===== src/rtl/button_event_if.sv =====
// Signal bundle between the debouncer bank, the button event arbiter and the event consumer.
// evt_ts and TS_W exist only when BTN_EVT_TIMESTAMP_EN is defined.
interface button_event_if #(
  parameter int N_BTN = 4
`ifdef BTN_EVT_TIMESTAMP_EN
  , parameter int TS_W = 16
`endif
);
  localparam int ID_W = $clog2(N_BTN);

  logic [N_BTN-1:0] btn_pulse;
  logic             evt_valid;
  logic             evt_ready;
  logic [ID_W-1:0]  evt_id;
  logic [N_BTN-1:0] pending;
  logic             overflow;
  logic             clr_overflow;
`ifdef BTN_EVT_TIMESTAMP_EN
  logic [TS_W-1:0]  evt_ts;
`endif

  // master drives presses and consumes events; slave is the arbiter
  modport master (
    output btn_pulse, evt_ready, clr_overflow,
    input  evt_valid, evt_id, pending, overflow
`ifdef BTN_EVT_TIMESTAMP_EN
    , input evt_ts
`endif
  );

  modport slave (
    input  btn_pulse, evt_ready, clr_overflow,
    output evt_valid, evt_id, pending, overflow
`ifdef BTN_EVT_TIMESTAMP_EN
    , output evt_ts
`endif
  );
endinterface


===== src/rtl/button_event_arbiter.sv =====
// Latches debounced button presses, arbitrates them round-robin into an event FIFO.
// Optional per-event press timestamps are enabled by defining BTN_EVT_TIMESTAMP_EN.
module button_event_arbiter #(
  parameter int N_BTN = 4,
  parameter int DEPTH = 8
`ifdef BTN_EVT_TIMESTAMP_EN
  , parameter int TS_W = 16
`endif
) (
  input logic               clk,
  input logic               rst,
  button_event_if.slave     bus
);
  localparam int ID_W  = $clog2(N_BTN);
  localparam int PTR_W = $clog2(DEPTH);
  localparam int CNT_W = PTR_W + 1;

  logic [N_BTN-1:0] pending_q, pending_d;
  logic             overflow_q, overflow_d;
  logic [ID_W-1:0]  last_grant_q;
  logic [ID_W-1:0]  mem_q [DEPTH];
  logic [PTR_W-1:0] wr_ptr_q, rd_ptr_q;
  logic [CNT_W-1:0] count_q, count_d;

  logic             grant_found;
  logic [ID_W-1:0]  grant_id;
  logic             grant;
  logic             pop;
  logic [N_BTN-1:0] granted_vec;
  logic [N_BTN-1:0] still_pending;

  // Round-robin search starting one past the last granted index
  always_comb begin
    grant_found = 1'b0;
    grant_id    = '0;
    for (int k = 1; k <= N_BTN; k++) begin
      if (!grant_found && pending_q[(int'(last_grant_q) + k) % N_BTN]) begin
        grant_found = 1'b1;
        grant_id    = ID_W'((int'(last_grant_q) + k) % N_BTN);
      end
    end
  end

  // Full check uses the registered count only, so a same-cycle pop never frees a slot
  always_comb begin
    grant         = grant_found && (count_q < CNT_W'(DEPTH));
    pop           = (count_q != '0) && bus.evt_ready;
    granted_vec   = grant ? (N_BTN'(1) << grant_id) : '0;
    still_pending = pending_q & ~granted_vec;
    pending_d     = still_pending | bus.btn_pulse;
    overflow_d    = overflow_q;
    if (|(bus.btn_pulse & still_pending)) begin
      overflow_d = 1'b1;
    end else if (bus.clr_overflow) begin
      overflow_d = 1'b0;
    end
    count_d = count_q;
    if (grant && !pop) begin
      count_d = count_q + 1'b1;
    end else if (pop && !grant) begin
      count_d = count_q - 1'b1;
    end
  end

  always_ff @(posedge clk) begin
    if (rst) begin
      pending_q    <= '0;
      overflow_q   <= 1'b0;
      last_grant_q <= ID_W'(N_BTN - 1);
      wr_ptr_q     <= '0;
      rd_ptr_q     <= '0;
      count_q      <= '0;
      for (int i = 0; i < DEPTH; i++) begin
        mem_q[i] <= '0;
      end
    end else begin
      pending_q  <= pending_d;
      overflow_q <= overflow_d;
      count_q    <= count_d;
      if (grant) begin
        mem_q[wr_ptr_q] <= grant_id;
        wr_ptr_q        <= wr_ptr_q + 1'b1;
        last_grant_q    <= grant_id;
      end
      if (pop) begin
        rd_ptr_q <= rd_ptr_q + 1'b1;
      end
    end
  end

`ifdef BTN_EVT_TIMESTAMP_EN
  logic [TS_W-1:0] ts_cnt_q;
  logic [TS_W-1:0] ts_hold_q [N_BTN];
  logic [TS_W-1:0] mem_ts_q  [DEPTH];

  // A coalesced press keeps its original stamp; a fresh or re-armed press takes a new one
  always_ff @(posedge clk) begin
    if (rst) begin
      ts_cnt_q <= '0;
      for (int i = 0; i < N_BTN; i++) begin
        ts_hold_q[i] <= '0;
      end
      for (int i = 0; i < DEPTH; i++) begin
        mem_ts_q[i] <= '0;
      end
    end else begin
      ts_cnt_q <= ts_cnt_q + 1'b1;
      for (int i = 0; i < N_BTN; i++) begin
        if (bus.btn_pulse[i] && !still_pending[i]) begin
          ts_hold_q[i] <= ts_cnt_q;
        end
      end
      if (grant) begin
        mem_ts_q[wr_ptr_q] <= ts_hold_q[grant_id];
      end
    end
  end

  assign bus.evt_ts = mem_ts_q[rd_ptr_q];
`endif

  assign bus.evt_valid = (count_q != '0);
  assign bus.evt_id    = mem_q[rd_ptr_q];
  assign bus.pending   = pending_q;
  assign bus.overflow  = overflow_q;
endmodule


===== src/flat_wrapper.sv =====
// flat-port wrapper written by rule: the top's interface ports become plain ports
module button_event_arbiter_flat 
#(
  parameter int N_BTN = 4,
  parameter int DEPTH = 8

)
  (clk, rst, bus_btn_pulse, bus_evt_ready, bus_clr_overflow, bus_evt_valid, bus_evt_id, bus_pending, bus_overflow);
  button_event_if #(.N_BTN(N_BTN)) bus_i ();
  input logic clk;
  input logic rst;
  input wire logic [$bits(bus_i.btn_pulse)-1:0] bus_btn_pulse;
  input wire logic [$bits(bus_i.evt_ready)-1:0] bus_evt_ready;
  input wire logic [$bits(bus_i.clr_overflow)-1:0] bus_clr_overflow;
  output wire logic [$bits(bus_i.evt_valid)-1:0] bus_evt_valid;
  output wire logic [$bits(bus_i.evt_id)-1:0] bus_evt_id;
  output wire logic [$bits(bus_i.pending)-1:0] bus_pending;
  output wire logic [$bits(bus_i.overflow)-1:0] bus_overflow;
  assign bus_i.btn_pulse = bus_btn_pulse;
  assign bus_i.evt_ready = bus_evt_ready;
  assign bus_i.clr_overflow = bus_clr_overflow;
  assign bus_evt_valid = bus_i.evt_valid;
  assign bus_evt_id = bus_i.evt_id;
  assign bus_pending = bus_i.pending;
  assign bus_overflow = bus_i.overflow;
  button_event_arbiter #(.N_BTN(N_BTN), .DEPTH(DEPTH)) u_core (.clk(clk), .rst(rst), .bus(bus_i));
endmodule

===== config.mk =====
export PLATFORM = sky130hd
export DESIGN_NAME = button_event_arbiter_flat
export DESIGN_NICKNAME = d
export VERILOG_FILES = /design/src/rtl/button_event_if.sv /design/src/rtl/button_event_arbiter.sv /design/src/flat_wrapper.sv
export SDC_FILE = /design/constraint.sdc
export NUM_CORES = 1
export LEC_CHECK = 0
export CAP_MARGIN = 30
export CORE_AREA = 3 3 67 69
export CTS_CLUSTER_DIAMETER = 150
export CTS_CLUSTER_SIZE = 10
export DETAILED_ROUTE_END_ITERATION = 16
export DIE_AREA = 0 0 70 72
export DONT_BUFFER_PORTS = 1
export PLACE_DENSITY_LB_ADDON = 0.1
export SLEW_MARGIN = 0
export SYNTH_ARGS = -nofsm -noshare
export SYNTH_HDL_FRONTEND = slang
export SYNTH_SLANG_ARGS = --single-unit

===== constraint.sdc =====
create_clock -name clk -period 3.3 [get_ports clk]
set_clock_uncertainty 0.05 [all_clocks]
set_input_delay 0.99 -clock clk [delete_from_list [all_inputs] [get_ports clk]]
set_output_delay 0.99 -clock clk [all_outputs]
set_load 0.01 [all_outputs]

# Yosys cells after proc, flatten, opt, wreduce, memory -nomap -nowiden
# Memories as Yosys holds them, arrays and structs flattened. A register that Yosys moved wholly into a read port is not among the register bits.
# Index checks and enable logic that the tools add are counted.
[word_totals]
register_bits = 17
latchBits = 0
mem_bits_rw = 16
mem_bits_ro = 0
inputBits = 8
output_inout_bits = 8
word_cells = 85
mem_count = 1
[mem_list]
columns = ["name", "words", "width", "read_ports", "rd_ports_with_merged_regs", "write_ports", "line_no", "rtl"]
rows = [
  ["u_core.mem_q", 8, 2, 1, 1, 8, "button_event_arbiter.sv:21", "logic [ID_W-1:0] mem_q [DEPTH];"],
]
[op_classes]
add_sub_neg = 8
multipliers = 0
div = 0
magnitude_cmp = 5
n_eq_ne = 0
shifts = 1
muxes = 35
n_bitwise = 8
n_reduce_logical = 21
[ops]
columns = ["op", "count"]
rows = [
  ["$mux 1", 20],
  ["$lt 3x4->1 const B", 4],
  ["$mux 4", 3],
  ["$mux 2", 5],
  ["$reduce_or 2->1", 5],
  ["$mux 3", 3],
  ["$and 4x4->4", 2],
  ["$bmux 1 s2", 4],
  ["$logic_and 1x1->1", 7],
  ["$add 3x1->3 const B", 2],
  ["$logic_not 1->1", 5],
  ["$add 2x1->2 const B", 2],
  ["$add 2x2->2 const B", 2],
  ["$add 4x1->4 const B", 1],
  ["$and 1x1->1 const A", 4],
  ["$lt 4x4->1 const B", 1],
  ["$not 4->4", 1],
  ["$or 4x4->4", 1],
  ["$reduce_bool 2->1", 2],
  ["$reduce_bool 4->1", 1],
  ["$reduce_or 4->1", 1],
  ["$shl 1x2->4 const A", 1],
  ["$sub 4x1->4 const B", 1],
]

# Logic depth before layout (Yosys ltp)
[depth]
word_depth = 23
depth_mapped = 11
depth_no_buf = 10

# Worst setup path before layout
# OpenSTA, ideal clock, no wires.
[synth_path]
path_type = "register to register"
startpoint = "register u_core.count_q[3]"
endpoint = "register u_core.count_q[3]"
setup_ns = 0.070
arrival_time_ns = 2.500
path_slack_ns = 0.680
stages_incl_launch_ff = 12
cell_sequence = "dfxtp_1 > clkbuf_1 > or4_1 > nand2_1 > ha_1 > inv_1 > ha_1 > a21o_1 > a21oi_1 > xnor2_1 > or3_1 > a21oi_1"
[synth_via]
elab_chain_cells = 5
[synth_lines]
columns = ["item", "line_no", "rtl"]
rows = [
  ["start, declared", "button_event_arbiter.sv:23", "logic [CNT_W-1:0] count_q, count_d;"],
  ["start signal, assigned", "button_event_arbiter.sv:79", "count_q <= count_d;"],
  ["$reduce_bool 4->1 *", "--", ""],
  ["via bus_evt_valid", "flat_wrapper.sv:15", "output wire logic [$bits(bus_i.evt_valid)-1:0] bus_evt_valid;"],
  ["$logic_and 1x1->1 *", "button_event_arbiter.sv:47", "pop = (count_q != '0) && bus.evt_ready;"],
  ["$logic_not 1->1", "button_event_arbiter.sv:58", "if (grant && !pop) begin"],
  ["$logic_and 1x1->1", "button_event_arbiter.sv:58", ""],
  ["$mux 4 or $reduce_bool 2->1 (tied branches)", "--", ""],
]
# Mark *: on every way through the listed nets, which the timed path passes. The rest lies on a longest branch. The select of a mux whose other input is x is not followed.
# A chain may end at the register's enable or synchronous reset.

# Worst setup path after layout
[layout_path]
startpoint = "register u_core.count_q[0]"
endpoint = "register u_core.count_q[3]"
# Same word-level chain as after synthesis.

==> results_dict.tcl <==
set metrics [dict create \
    cts.sinks 36 \
    yosysWarnings 0 \
    power_frac_seq_pct 44.3 \
    fin_setup_tns_ps 0 \
    viasPerCell 5.471 \
    finalSetupViolCount 0 \
    path_clk_slew_ps 70 \
    htree_levels 2 \
    p_per_area_nw_per_um2 773.4 \
    ys_top_cells_by_count "nor2_1 (26), dfxtp_1 (20), edfxtp_1 (16)" \
    yosys-top-cells-area "edfxtp_1 (27%), dfxtp_1 (22%), nor2_1 (5.5%)" \
    drc 0 \
    utilization_pct 48.90 \
    hold_violations 0 \
    synthArstFlopShare_pct 0 \
    synth_area_um2 1783 \
    avgSynthCellArea_um2 10.68 \
    worst_pin_slew_ps 499.6 \
    vdd_drop_max_mv 0.3625 \
    drt_pass1_iterations 4 \
    maxSlewHeadroom_pct 66.44 \
    mappedNetlistNets 181 \
    synthToLayoutAreaGrowth_pct 8.912 \
    wl_per_cell_um 14.78 \
    p_sw_uw 499.7 \
    initial_core_util_pct 44.90 \
    crit_type "reg -> reg" \
    synth_cells 167 \
    grt_pass1_wl_mm 5.671 \
    rows 23 \
    worstPathRequired_ps 3460 \
    hpwl_mm 2.451 \
    ys_seq_area_share_pct 49.40 \
    p_sw_share_pct 33.28 \
    yosysTopAreaCellShare_pct 26.95 \
    io_pins 16 \
    yosysTopAreaCell "edfxtp_1" \
    io_buffers 0 \
    r2r_slack_ps 520 \
    instances_no_fill 221 \
    drv_slew 0 \
    internal_power_uw 1002 \
    grt-ovfl-total 0 \
    grt_pass1_vias 1186 \
    crit_fanout 4 \
    p_clk_share_pct 24.7 \
    antenna_found_initial 0 \
    timing.final.crit_share_pct 84.20 \
    grt_max_degree 22 \
    layout_min_cycle_time_ps 2779 \
    post_cts_resized 0 \
    vias 1209 \
    total_power_uw 1502 \
    status "completed" \
    gp_congestion 0.8248 \
    dp_cells 213 \
    critPathCaptureType "flop" \
    dpl_worst_slack_ps 535.3 \
    synth_edf_count 16 \
    ctsHoldBuffers 0 \
    share_comb_of_total_power_pct 31.0 \
    dieArea_um2 5040 \
    drive_above_1_share_pct 15.20 \
    synth_ff_type "dfxtp_1" \
    cts_setup_buffers 0 \
    core_um2 3971 \
    antenna_cells 0 \
    p_leak_uw 0.0007389 \
    grt_util_all_layers_pct 14.28 \
    clkLatencyLatePin_ps 280 \
    setup_ws_ps 521.4 \
    nets 184 \
    cp-start-kind "flop" \
    ys_types 39 \
    ant_nets 0 \
    cts-root-buf "clkbuf_8" \
    crit_arrival_ps 2940 \
    clock_path_buffers 2 \
    drt_iter0_drc 54 \
    die_width_um 70 \
    rsz0062_at_grt "false" \
    fmax_ghz 0.3599 \
    maxCapViolCount 0 \
    cts_tree "built" \
    synth.most_common_cell "nor2_1" \
    die_h_um 72 \
    cts_inserted_buffers 5 \
    ys_ff_latch 36 \
    drt_wl_total_mm 3.266 \
    hp-class "reg -> reg" \
]
cells in the final DEF, fill, tap and decap left out, types with 2 or more instances in the layout:
| master | synthesis | routed |
|---|---|---|
| clkbuf_8 | 0 | 5 |
| nand2b_1 | 6 | 6 |
| edfxtp_1 | 16 | 16 |
| mux2_2 | 2 | 2 |
| nor3_1 | 2 | 2 |
| xor2_1 | 4 | 4 |
| or3_4 | 4 | 4 |
| o31ai_1 | 5 | 5 |
| inv_1 | 8 | 8 |
| nand3_1 | 5 | 5 |
| o21ai_0 | 9 | 9 |
| mux2i_1 | 2 | 2 |
| nor2_1 | 26 | 26 |
| nand2_1 | 7 | 7 |
| nor3_2 | 4 | 4 |
| xnor2_1 | 3 | 3 |
| ha_1 | 5 | 5 |
| a21oi_1 | 10 | 10 |
| dfxtp_1 | 20 | 20 |
| mux4_2 | 4 | 4 |
| o311ai_0 | 2 | 2 |
metrics by stage:
stage / area, um^2 / hold slack, ps
2_1_floorplan: 1783 / 404.1
3_3_place_gp: 1834 / 427.9
3_5_place_dp: 1834 / 444.0
4_1_cts: 1942 / 459.4
5_1_grt: 1942 / 480.0
6_report: 1942 / 456.7
flip-flops by register name (all words and copies together), names as in the netlist, named ones only:
name,cells
u_core.bus.overflow,1
u_core.bus.pending,4
u_core.count_q,4
u_core.last_grant_q,2
u_core.mem_q,16
u_core.rd_ptr_q,3
u_core.wr_ptr_q,3
worst max-delay path, cell delays in order (launching register included):
cell     delay (ps)
dfxtp_1         360
or4_1           660
nand2_1         180
ha_1            210
inv_1           100
ha_1            280
a21o_1          170
a21oi_1         170
xnor2_1          90
or3_1           310
a21oi_1         140
power groups by stage:
stage	Clock [uW]	Combinational, uW	Sequential (uW)
CTS	383	471	668
finish	371	465	666
detailed placement	0	468	677
global placement	0	455	671
floorplan	0	428	619
global route	401	531	683
final cells by class:
class	count	area [um^2]
fillers	363	2029
multi-input cells	118	853.3
repair buffers	1	7.507
well taps	50	62.56
inverters	8	30.03
clock buffers	6	72.57
flip-flops and latches	36	880.8
clock inverters	2	35.03
cells by family after synthesis:
kind of cell    Yosys count  share of synthesized area, %
fa+ha+maj                 6                         4.632
flops                    36                         49.40
buf+inv                  13                         2.737
simple gates             62                         19.44
xor+xnor                  7                         3.439
compound gates           35                         12.91
mux                       8                         7.439
worst paths after layout:
kind	end	cells past startpoint	startpoint
setup / recovery	u_core.count_q[3]$_SDFFE_PP0P_	10	u_core.count_q[0]$_SDFFE_PP0P_
hold / removal	u_core.rd_ptr_q[1]$_SDFFE_PP0P_	2	u_core.rd_ptr_q[1]$_SDFFE_PP0P_
setup reg to reg	u_core.count_q[3]$_SDFFE_PP0P_	10	u_core.count_q[0]$_SDFFE_PP0P_
hold reg to reg	u_core.rd_ptr_q[1]$_SDFFE_PP0P_	2	u_core.rd_ptr_q[1]$_SDFFE_PP0P_
per-layer routing:
layer	global-route usage (%)	wire length, um	up-vias
met4	4.468	44	0
li1	-	-	605
met1	16.87	1373	573
met5	0	0	-
met3	4.709	160	5
met2	24.76	1687	26
(Power assumes the default switching activity.)
